===== config.mk =====
export PLATFORM = sky130hd
export DESIGN_NAME = image_slot_mapper
export DESIGN_NICKNAME = d
export VERILOG_FILES = /design/src/rtl/img_pos_pkg.sv /design/src/rtl/img_slot_cmp.sv /design/src/rtl/image_slot_mapper.sv
export SDC_FILE = /design/constraint.sdc
export NUM_CORES = 1
export LEC_CHECK = 0
export ABC_AREA = 1
export BUFFER_PORTS_ARGS = -buffer_cell sky130_fd_sc_hd__clkbuf_2
export CORE_MARGIN = 2
export CORE_UTILIZATION = 50
export CTS_CLUSTER_DIAMETER = 40
export CTS_CLUSTER_SIZE = 24
export DETAILED_ROUTE_END_ITERATION = 10
export GPL_TIMING_DRIVEN = 0
export PLACE_DENSITY = 0.77
export REMOVE_ABC_BUFFERS = 1
export SLEW_MARGIN = 0
export SYNTH_ARGS = -nofsm -noshare
export SYNTH_HDL_FRONTEND = slang
export SYNTH_SLANG_ARGS = --single-unit

===== constraint.sdc =====
create_clock -name reloj -period 2.8 [get_ports reloj]
set_input_delay 0.14 -clock reloj [delete_from_list [all_inputs] [get_ports reloj]]
set_output_delay 0.14 -clock reloj [all_outputs]
set_load 0.03 [all_outputs]

===== src/rtl/img_pos_pkg.sv =====
// Shared widths, slot record and helpers for image_slot_mapper.
// slot_t is the default-width slot; the top builds its own from its parameters.
package img_pos_pkg;

    localparam int N_SLOTS_D    = 8;
    localparam int QH_W_D       = 5;
    localparam int QV_W_D       = 10;
    localparam int TILE_LOG2_D  = 5;
    localparam int IMG_W_D      = 4;
    localparam int BLINK_LOG2_D = 5;
    localparam int ROW_W_D      = QV_W_D - TILE_LOG2_D;

    localparam int BLANK_ADDR = 0;

    typedef struct packed {
        logic [ROW_W_D-1:0] row;
        logic [QH_W_D-1:0]  col;
        logic [ROW_W_D-1:0] hgt;
        logic [QH_W_D-1:0]  wid;
        logic [IMG_W_D-1:0] img;
        logic               en;
        logic               blink;
    } slot_t;

    function automatic int addr_width(input int img_w, input int tile_log2);
        return img_w + tile_log2;
    endfunction

endpackage


===== src/rtl/img_slot_cmp.sv =====
// One slot's visibility and rectangle match against a tile (row, Qh).
// Ports: i_slot (slot record), i_row, i_qh, i_blink_off -> o_hit.
module img_slot_cmp
    import img_pos_pkg::*;
#(
    parameter type T     = slot_t,
    parameter int  ROW_W = ROW_W_D,
    parameter int  QH_W  = QH_W_D
) (
    input  T                   i_slot,
    input  logic [ROW_W-1:0]   i_row,
    input  logic [QH_W-1:0]    i_qh,
    input  logic               i_blink_off,
    output logic               o_hit
);

    logic              w_visible;
    logic [ROW_W:0]    w_row_end;
    logic [QH_W:0]     w_col_end;
    logic              w_in_row;
    logic              w_in_col;

    assign w_visible = i_slot.en
                     && (i_slot.img != '0)
                     && (i_slot.hgt != '0)
                     && (i_slot.wid != '0)
                     && !(i_slot.blink && i_blink_off);

    // One bit wider so slots running off the screen edge clip instead of wrapping.
    assign w_row_end = {1'b0, i_slot.row} + {1'b0, i_slot.hgt};
    assign w_col_end = {1'b0, i_slot.col} + {1'b0, i_slot.wid};

    assign w_in_row = (i_row >= i_slot.row) && ({1'b0, i_row} < w_row_end);
    assign w_in_col = (i_qh >= i_slot.col) && ({1'b0, i_qh} < w_col_end);

    assign o_hit = w_visible && w_in_row && w_in_col;

endmodule


===== src/rtl/image_slot_mapper.sv =====
// Maps tile coordinates to the image ROM address of the top visible slot.
// Ports: reloj/resetM, Qh/Qv/frame_start, cfg_* writes, DIR_IM/hit/hit_slot.
module image_slot_mapper
    import img_pos_pkg::*;
#(
    parameter int N_SLOTS    = N_SLOTS_D,
    parameter int QH_W       = QH_W_D,
    parameter int QV_W       = QV_W_D,
    parameter int TILE_LOG2  = TILE_LOG2_D,
    parameter int IMG_W      = IMG_W_D,
    parameter int BLINK_LOG2 = BLINK_LOG2_D,
    localparam int SLOT_W    = (N_SLOTS > 1) ? $clog2(N_SLOTS) : 1,
    localparam int ROW_W     = QV_W - TILE_LOG2,
    localparam int AW        = addr_width(IMG_W, TILE_LOG2)
) (
    input  logic                 reloj,
    input  logic                 resetM,
    input  logic [QH_W-1:0]      Qh,
    input  logic [QV_W-1:0]      Qv,
    input  logic                 frame_start,
    input  logic                 cfg_we,
    input  logic [SLOT_W-1:0]    cfg_slot,
    input  logic [ROW_W-1:0]     cfg_row,
    input  logic [QH_W-1:0]      cfg_col,
    input  logic [ROW_W-1:0]     cfg_hgt,
    input  logic [QH_W-1:0]      cfg_wid,
    input  logic [IMG_W-1:0]     cfg_img,
    input  logic                 cfg_en,
    input  logic                 cfg_blink,
    output logic                 cfg_pending,
    output logic [AW-1:0]        DIR_IM,
    output logic                 hit,
    output logic [SLOT_W-1:0]    hit_slot
);

    typedef struct packed {
        logic [ROW_W-1:0] row;
        logic [QH_W-1:0]  col;
        logic [ROW_W-1:0] hgt;
        logic [QH_W-1:0]  wid;
        logic [IMG_W-1:0] img;
        logic             en;
        logic             blink;
    } lslot_t;

    lslot_t                r_shadow [N_SLOTS];
    lslot_t                r_active [N_SLOTS];
    logic [N_SLOTS-1:0]    r_pend;
    logic [BLINK_LOG2-1:0] r_frame;

    lslot_t                r_s1_slot [N_SLOTS];
    logic [QH_W-1:0]       r_s1_qh;
    logic [ROW_W-1:0]      r_s1_row;
    logic [TILE_LOG2-1:0]  r_s1_line;
    logic                  r_s1_boff;

    lslot_t                w_new;
    logic [N_SLOTS-1:0]    w_wr_sel;
    logic [N_SLOTS-1:0]    w_hit;
    logic                  w_any;
    logic [SLOT_W-1:0]     w_win;
    logic [IMG_W-1:0]      w_img;

    assign w_new = '{row: cfg_row, col: cfg_col, hgt: cfg_hgt, wid: cfg_wid,
                     img: cfg_img, en: cfg_en, blink: cfg_blink};

    always_comb begin
        w_wr_sel = '0;
        for (int i = 0; i < N_SLOTS; i++) begin
            w_wr_sel[i] = cfg_we && (int'(cfg_slot) == i);
        end
    end

    assign cfg_pending = |r_pend;

    // Shadow/active slot sets; a write coinciding with frame_start commits at once.
    always_ff @(posedge reloj or negedge resetM) begin
        if (!resetM) begin
            for (int i = 0; i < N_SLOTS; i++) begin
                r_shadow[i] <= '0;
                r_active[i] <= '0;
            end
            r_pend  <= '0;
            r_frame <= '0;
        end else begin
            for (int i = 0; i < N_SLOTS; i++) begin
                if (w_wr_sel[i]) begin
                    r_shadow[i] <= w_new;
                end
                if (frame_start) begin
                    if (w_wr_sel[i]) begin
                        r_active[i] <= w_new;
                    end else if (r_pend[i]) begin
                        r_active[i] <= r_shadow[i];
                    end
                    r_pend[i] <= 1'b0;
                end else if (w_wr_sel[i]) begin
                    r_pend[i] <= 1'b1;
                end
            end
            if (frame_start) begin
                r_frame <= r_frame + BLINK_LOG2'(1);
            end
        end
    end

    // Stage 1 snapshots the slot set with the coordinates, so a commit never
    // mixes old and new slot data within one output.
    always_ff @(posedge reloj or negedge resetM) begin
        if (!resetM) begin
            for (int i = 0; i < N_SLOTS; i++) begin
                r_s1_slot[i] <= '0;
            end
            r_s1_qh   <= '0;
            r_s1_row  <= '0;
            r_s1_line <= '0;
            r_s1_boff <= 1'b0;
        end else begin
            for (int i = 0; i < N_SLOTS; i++) begin
                r_s1_slot[i] <= r_active[i];
            end
            r_s1_qh   <= Qh;
            r_s1_row  <= Qv[QV_W-1:TILE_LOG2];
            r_s1_line <= Qv[TILE_LOG2-1:0];
            r_s1_boff <= r_frame[BLINK_LOG2-1];
        end
    end

    for (genvar g = 0; g < N_SLOTS; g++) begin : g_cmp
        img_slot_cmp #(
            .T     (lslot_t),
            .ROW_W (ROW_W),
            .QH_W  (QH_W)
        ) u_cmp (
            .i_slot      (r_s1_slot[g]),
            .i_row       (r_s1_row),
            .i_qh        (r_s1_qh),
            .i_blink_off (r_s1_boff),
            .o_hit       (w_hit[g])
        );
    end

    // Walk from the lowest priority up so the lowest index wins.
    always_comb begin
        w_any = 1'b0;
        w_win = '0;
        w_img = '0;
        for (int i = N_SLOTS - 1; i >= 0; i--) begin
            if (w_hit[i]) begin
                w_any = 1'b1;
                w_win = SLOT_W'(i);
                w_img = r_s1_slot[i].img;
            end
        end
    end

    always_ff @(posedge reloj or negedge resetM) begin
        if (!resetM) begin
            DIR_IM   <= AW'(BLANK_ADDR);
            hit      <= 1'b0;
            hit_slot <= '0;
        end else begin
            DIR_IM   <= w_any ? {w_img, r_s1_line} : AW'(BLANK_ADDR);
            hit      <= w_any;
            hit_slot <= w_win;
        end
    end

endmodule


==> metrics.txt <==
f_max=0.334 GHz; Final Critical Period=3.00 ns; I/O pins=62; r2r endpoint=hit_slot[2]; worst reg2reg path depth=19; Slew HR=26.4%; antenna cells=0; Final nets=2,941; Seq pwr share=40.5%; Clock Tree Buf Depth=3; Ys Warns=0; total power=0.0351 W; Clk Latency, worst-skew pair=0.62 ns; Worst Path Max Fanout=5; Internal Power=0.0228 W; DR WL/cell=19.0 µm; H-tree Lvls=3; final setup TNS=-1.98 ns; CP Launch Point=r_s1_slot[68]; # DRC=0; CTS tree=built; I/O Buffers=61; Fillers=4,327; Root Buffer Master=clkbuf_16; CP Capture Type=flop; number of distinct library cells after synthesis=51; switch share=35.2%; first-pass GRT wire length=106 mm; reg-to-reg critical path startpoint=r_s1_slot[68]; vias in the first global route=20,200; Die X=244 µm; clock power share=27.9%; maxcap violations=0; Final HPWL DP=42.4 mm; initial antenna violation count=6; leakage power=16.4 nW; Synth top area share=57.8%; final core utilization=58.3%; Post-synth EDFFs=0; multi-input logic area=0.0114 mm²; Setup Crit Path Kind=flop to flop; final wirelength=66.0 mm; storage element area=0.0167 mm²; Slew @ Worst Pin=1.10 ns; combinational share of power=31.6%; register bit total from synthesis=666; sw power=0.0124 W; DIE HEIGHT=244 µm; Top FF cell, synth=dfrtp_1; status=complete, but fails checks; area grow syn2layout=16.0%; final-report max-slew violation count=0; DRT Pass-1 Iters=5; core box area=0.0574 mm²; RSZ-0062 raised after global routing=true; Total Routing Usage GR=22.6%; dpl cell area=0.0302 mm²; register area share after synthesis=57.8%; maximum vdd drop=0.000484 V; pin count of the biggest net entering global routing=101; Starting Density=50.3%; Initial DRC Count=1,370; top cells by area, synth=dfrtp_1, ha_1, mux2_2; Final Skew=0.0315 ns; failing checks=negative setup slack; Design Area, Final=0.0335 mm²; async set-reset flop share out of synthesis=100%; clk slew on worst S/H paths=0.07 ns; Final setup viols=13; routed vias/inst=5.50; leading area contributor after synthesis=dfrtp_1; row count=88; DP Cell Count=3,312; Pwr Density=1050 mW/mm²; layout cells sized above 1=20.5%; Routability Congestion=0.940; clk sink count=666; crit path to=hit_slot[2]; total CTS buffers=70; Vias=19,100; Syn Inst Count=2,531; Final Hold Fails=0; grt total ovfl=0; Arr. time, crit path=3.47 ns; required time of the critical path=3.28 ns; Die ar.=0.0596 mm²; period utilization=107%; worst setup margin=-0.197 ns; HP Class=input pin to flop; ANT nets after route=0; Post-Layout Cell Count=3,475; r2r setup slk=-0.20 ns; Syn Std Cell Area=0.0288 mm²; startpoint types=flop; Mapped Avg Cell Area=11.4 µm²
area by class of cell:
| cell class | instances | share of cell area (%) |
|---|---|---|
| Clock inverter | 49 | 1.79 |
| Tap cell | 765 | 2.86 |
| Multi-Input combinational cell | 1564 | 34.1 |
| Inverter | 244 | 2.79 |
| Clock buffer | 81 | 5.73 |
| Timing Repair Buffer | 106 | 2.89 |
| Sequential cell | 666 | 49.8 |
through the flow:
step	hold WS, ns	worst slack (ns)
after floorplan	-0.156	0.232
after global placement	0.249	-12.72
after detailed placement	0.222	-0.520
after CTS	0.00135	-0.112
after global routing	0.0451	-0.347
final	0.0294	-0.197
power groups by stage:
| stage | clock network (W) | logic, W | registers, W |
|---|---|---|---|
| floorplan | 0 | 0.00746 | 0.0138 |
| global placement | 0 | 0.00937 | 0.0142 |
| detailed placement | 0 | 0.0102 | 0.0143 |
| CTS | 0.00994 | 0.0109 | 0.0142 |
| global route | 0.0104 | 0.0125 | 0.0145 |
| finish | 0.00980 | 0.0111 | 0.0142 |
synth_stat cells, types with 3 or more instances:
| cell | instances |
|---|---|
| nor2_4 | 3 |
| xnor2_1 | 32 |
| buf_2 | 5 |
| nor2_2 | 12 |
| o21a_1 | 5 |
| nand3_1 | 36 |
| nor3b_1 | 3 |
| inv_2 | 6 |
| o2111ai_1 | 6 |
| nand3b_1 | 4 |
| a21boi_0 | 4 |
| dfrtp_1 | 666 |
| a21boi_1 | 3 |
| a21o_1 | 8 |
| a211oi_1 | 3 |
| nand2_1 | 439 |
| a31oi_1 | 3 |
| inv_1 | 234 |
| a21oi_2 | 6 |
| nand4_1 | 44 |
| o21ai_0 | 238 |
| nor2_1 | 74 |
| mux2_2 | 208 |
| buf_4 | 12 |
| a21oi_1 | 107 |
| ha_1 | 225 |
| fa_1 | 16 |
| clkbuf_1 | 41 |
| xor2_1 | 15 |
| a21oi_4 | 7 |
| nor3_1 | 27 |
| o31ai_1 | 3 |
| nand3_2 | 3 |
| o21ai_1 | 8 |
registers in the layout (all words and copies together), names as in the netlist:
| name | flops |
|---|---|
| r_s1_boff | 1 |
| r_s1_line | 5 |
| r_s1_row | 5 |
| r_frame | 5 |
| r_pend | 8 |
| DIR_IM | 9 |
| r_s1_qh | 5 |
| hit | 1 |
| r_active | 208 |
| r_s1_slot | 208 |
| r_shadow | 208 |
| hit_slot | 3 |
worst max-delay path: stages (launching register included):
cell,delay (ns)
dfrtp_1,0.39
ha_2,0.21
inv_2,0.04
fa_2,0.40
xor2_1,0.16
ha_1,0.29
nand2_1,0.06
inv_1,0.04
nand2_1,0.04
nand2_1,0.05
nand2_1,0.06
nand2_1,0.05
nand3b_1,0.15
nand2_2,0.14
nor2_4,0.21
buf_6,0.14
inv_6,0.04
nand2_4,0.06
nor2_4,0.05
nor3_2,0.29
kinds of logic after synthesis:
group	after synthesis	synth area share [%]
adders and majority gates	241	10.9
AOI/OAI and AO/OA	410	7.89
muxes	208	8.12
DFF	666	57.8
xor gates and xnor gates	47	1.43
buffers and inverters	302	4.12
and+or+nand+nor	657	9.80
cells in the final DEF, fill, tap and decap left out, types with 60 or more instances in the layout:
cell type,instances
dfrtp_1,658
nand2_1,416
o21ai_0,232
inv_1,228
ha_1,214
mux2_2,208
a21oi_1,100
clkbuf_16,75
nor2_1,67
clkbuf_2,60
metal layers:
metal  wire [µm]  GRT usage (%)  up-vias  part of all wire, %
met1       27000           28.4     9662                   41
met2       32400           38.2      516                   49
met3        3300           3.14      180                  5.0
met4        3200           12.1        2                  4.8
li1            -              -     8740                    -
met5          13              0        -                0.020
how the worst min path moves through the flow:
stage                        to        start  slack [ns]  cells after the start
finish                r_pend[4]  cfg_slot[2]        0.03                      5
detailed placement  r_s1_row[4]       resetM        0.22                      1
global route          r_pend[4]  cfg_slot[2]        0.05                      5
global placement     r_s1_qh[0]        Qh[0]        0.25                      1
CTS                   r_pend[4]  cfg_slot[2]       0.001                      5
floorplan             DIR_IM[0]       resetM       -0.16                      0
what timing repair did:
item / in CTS / in global routing
setup endpoints to repair: 13 / 91
resized for setup: 92 / 20
endpoints found under the hold margin: 112 / 0
hold buffers: 21 / 0
setup buffers: 9 / 1
gates cloned: 1 / 1
pin swaps: 23 / 32
(Power assumes the default switching activity.)
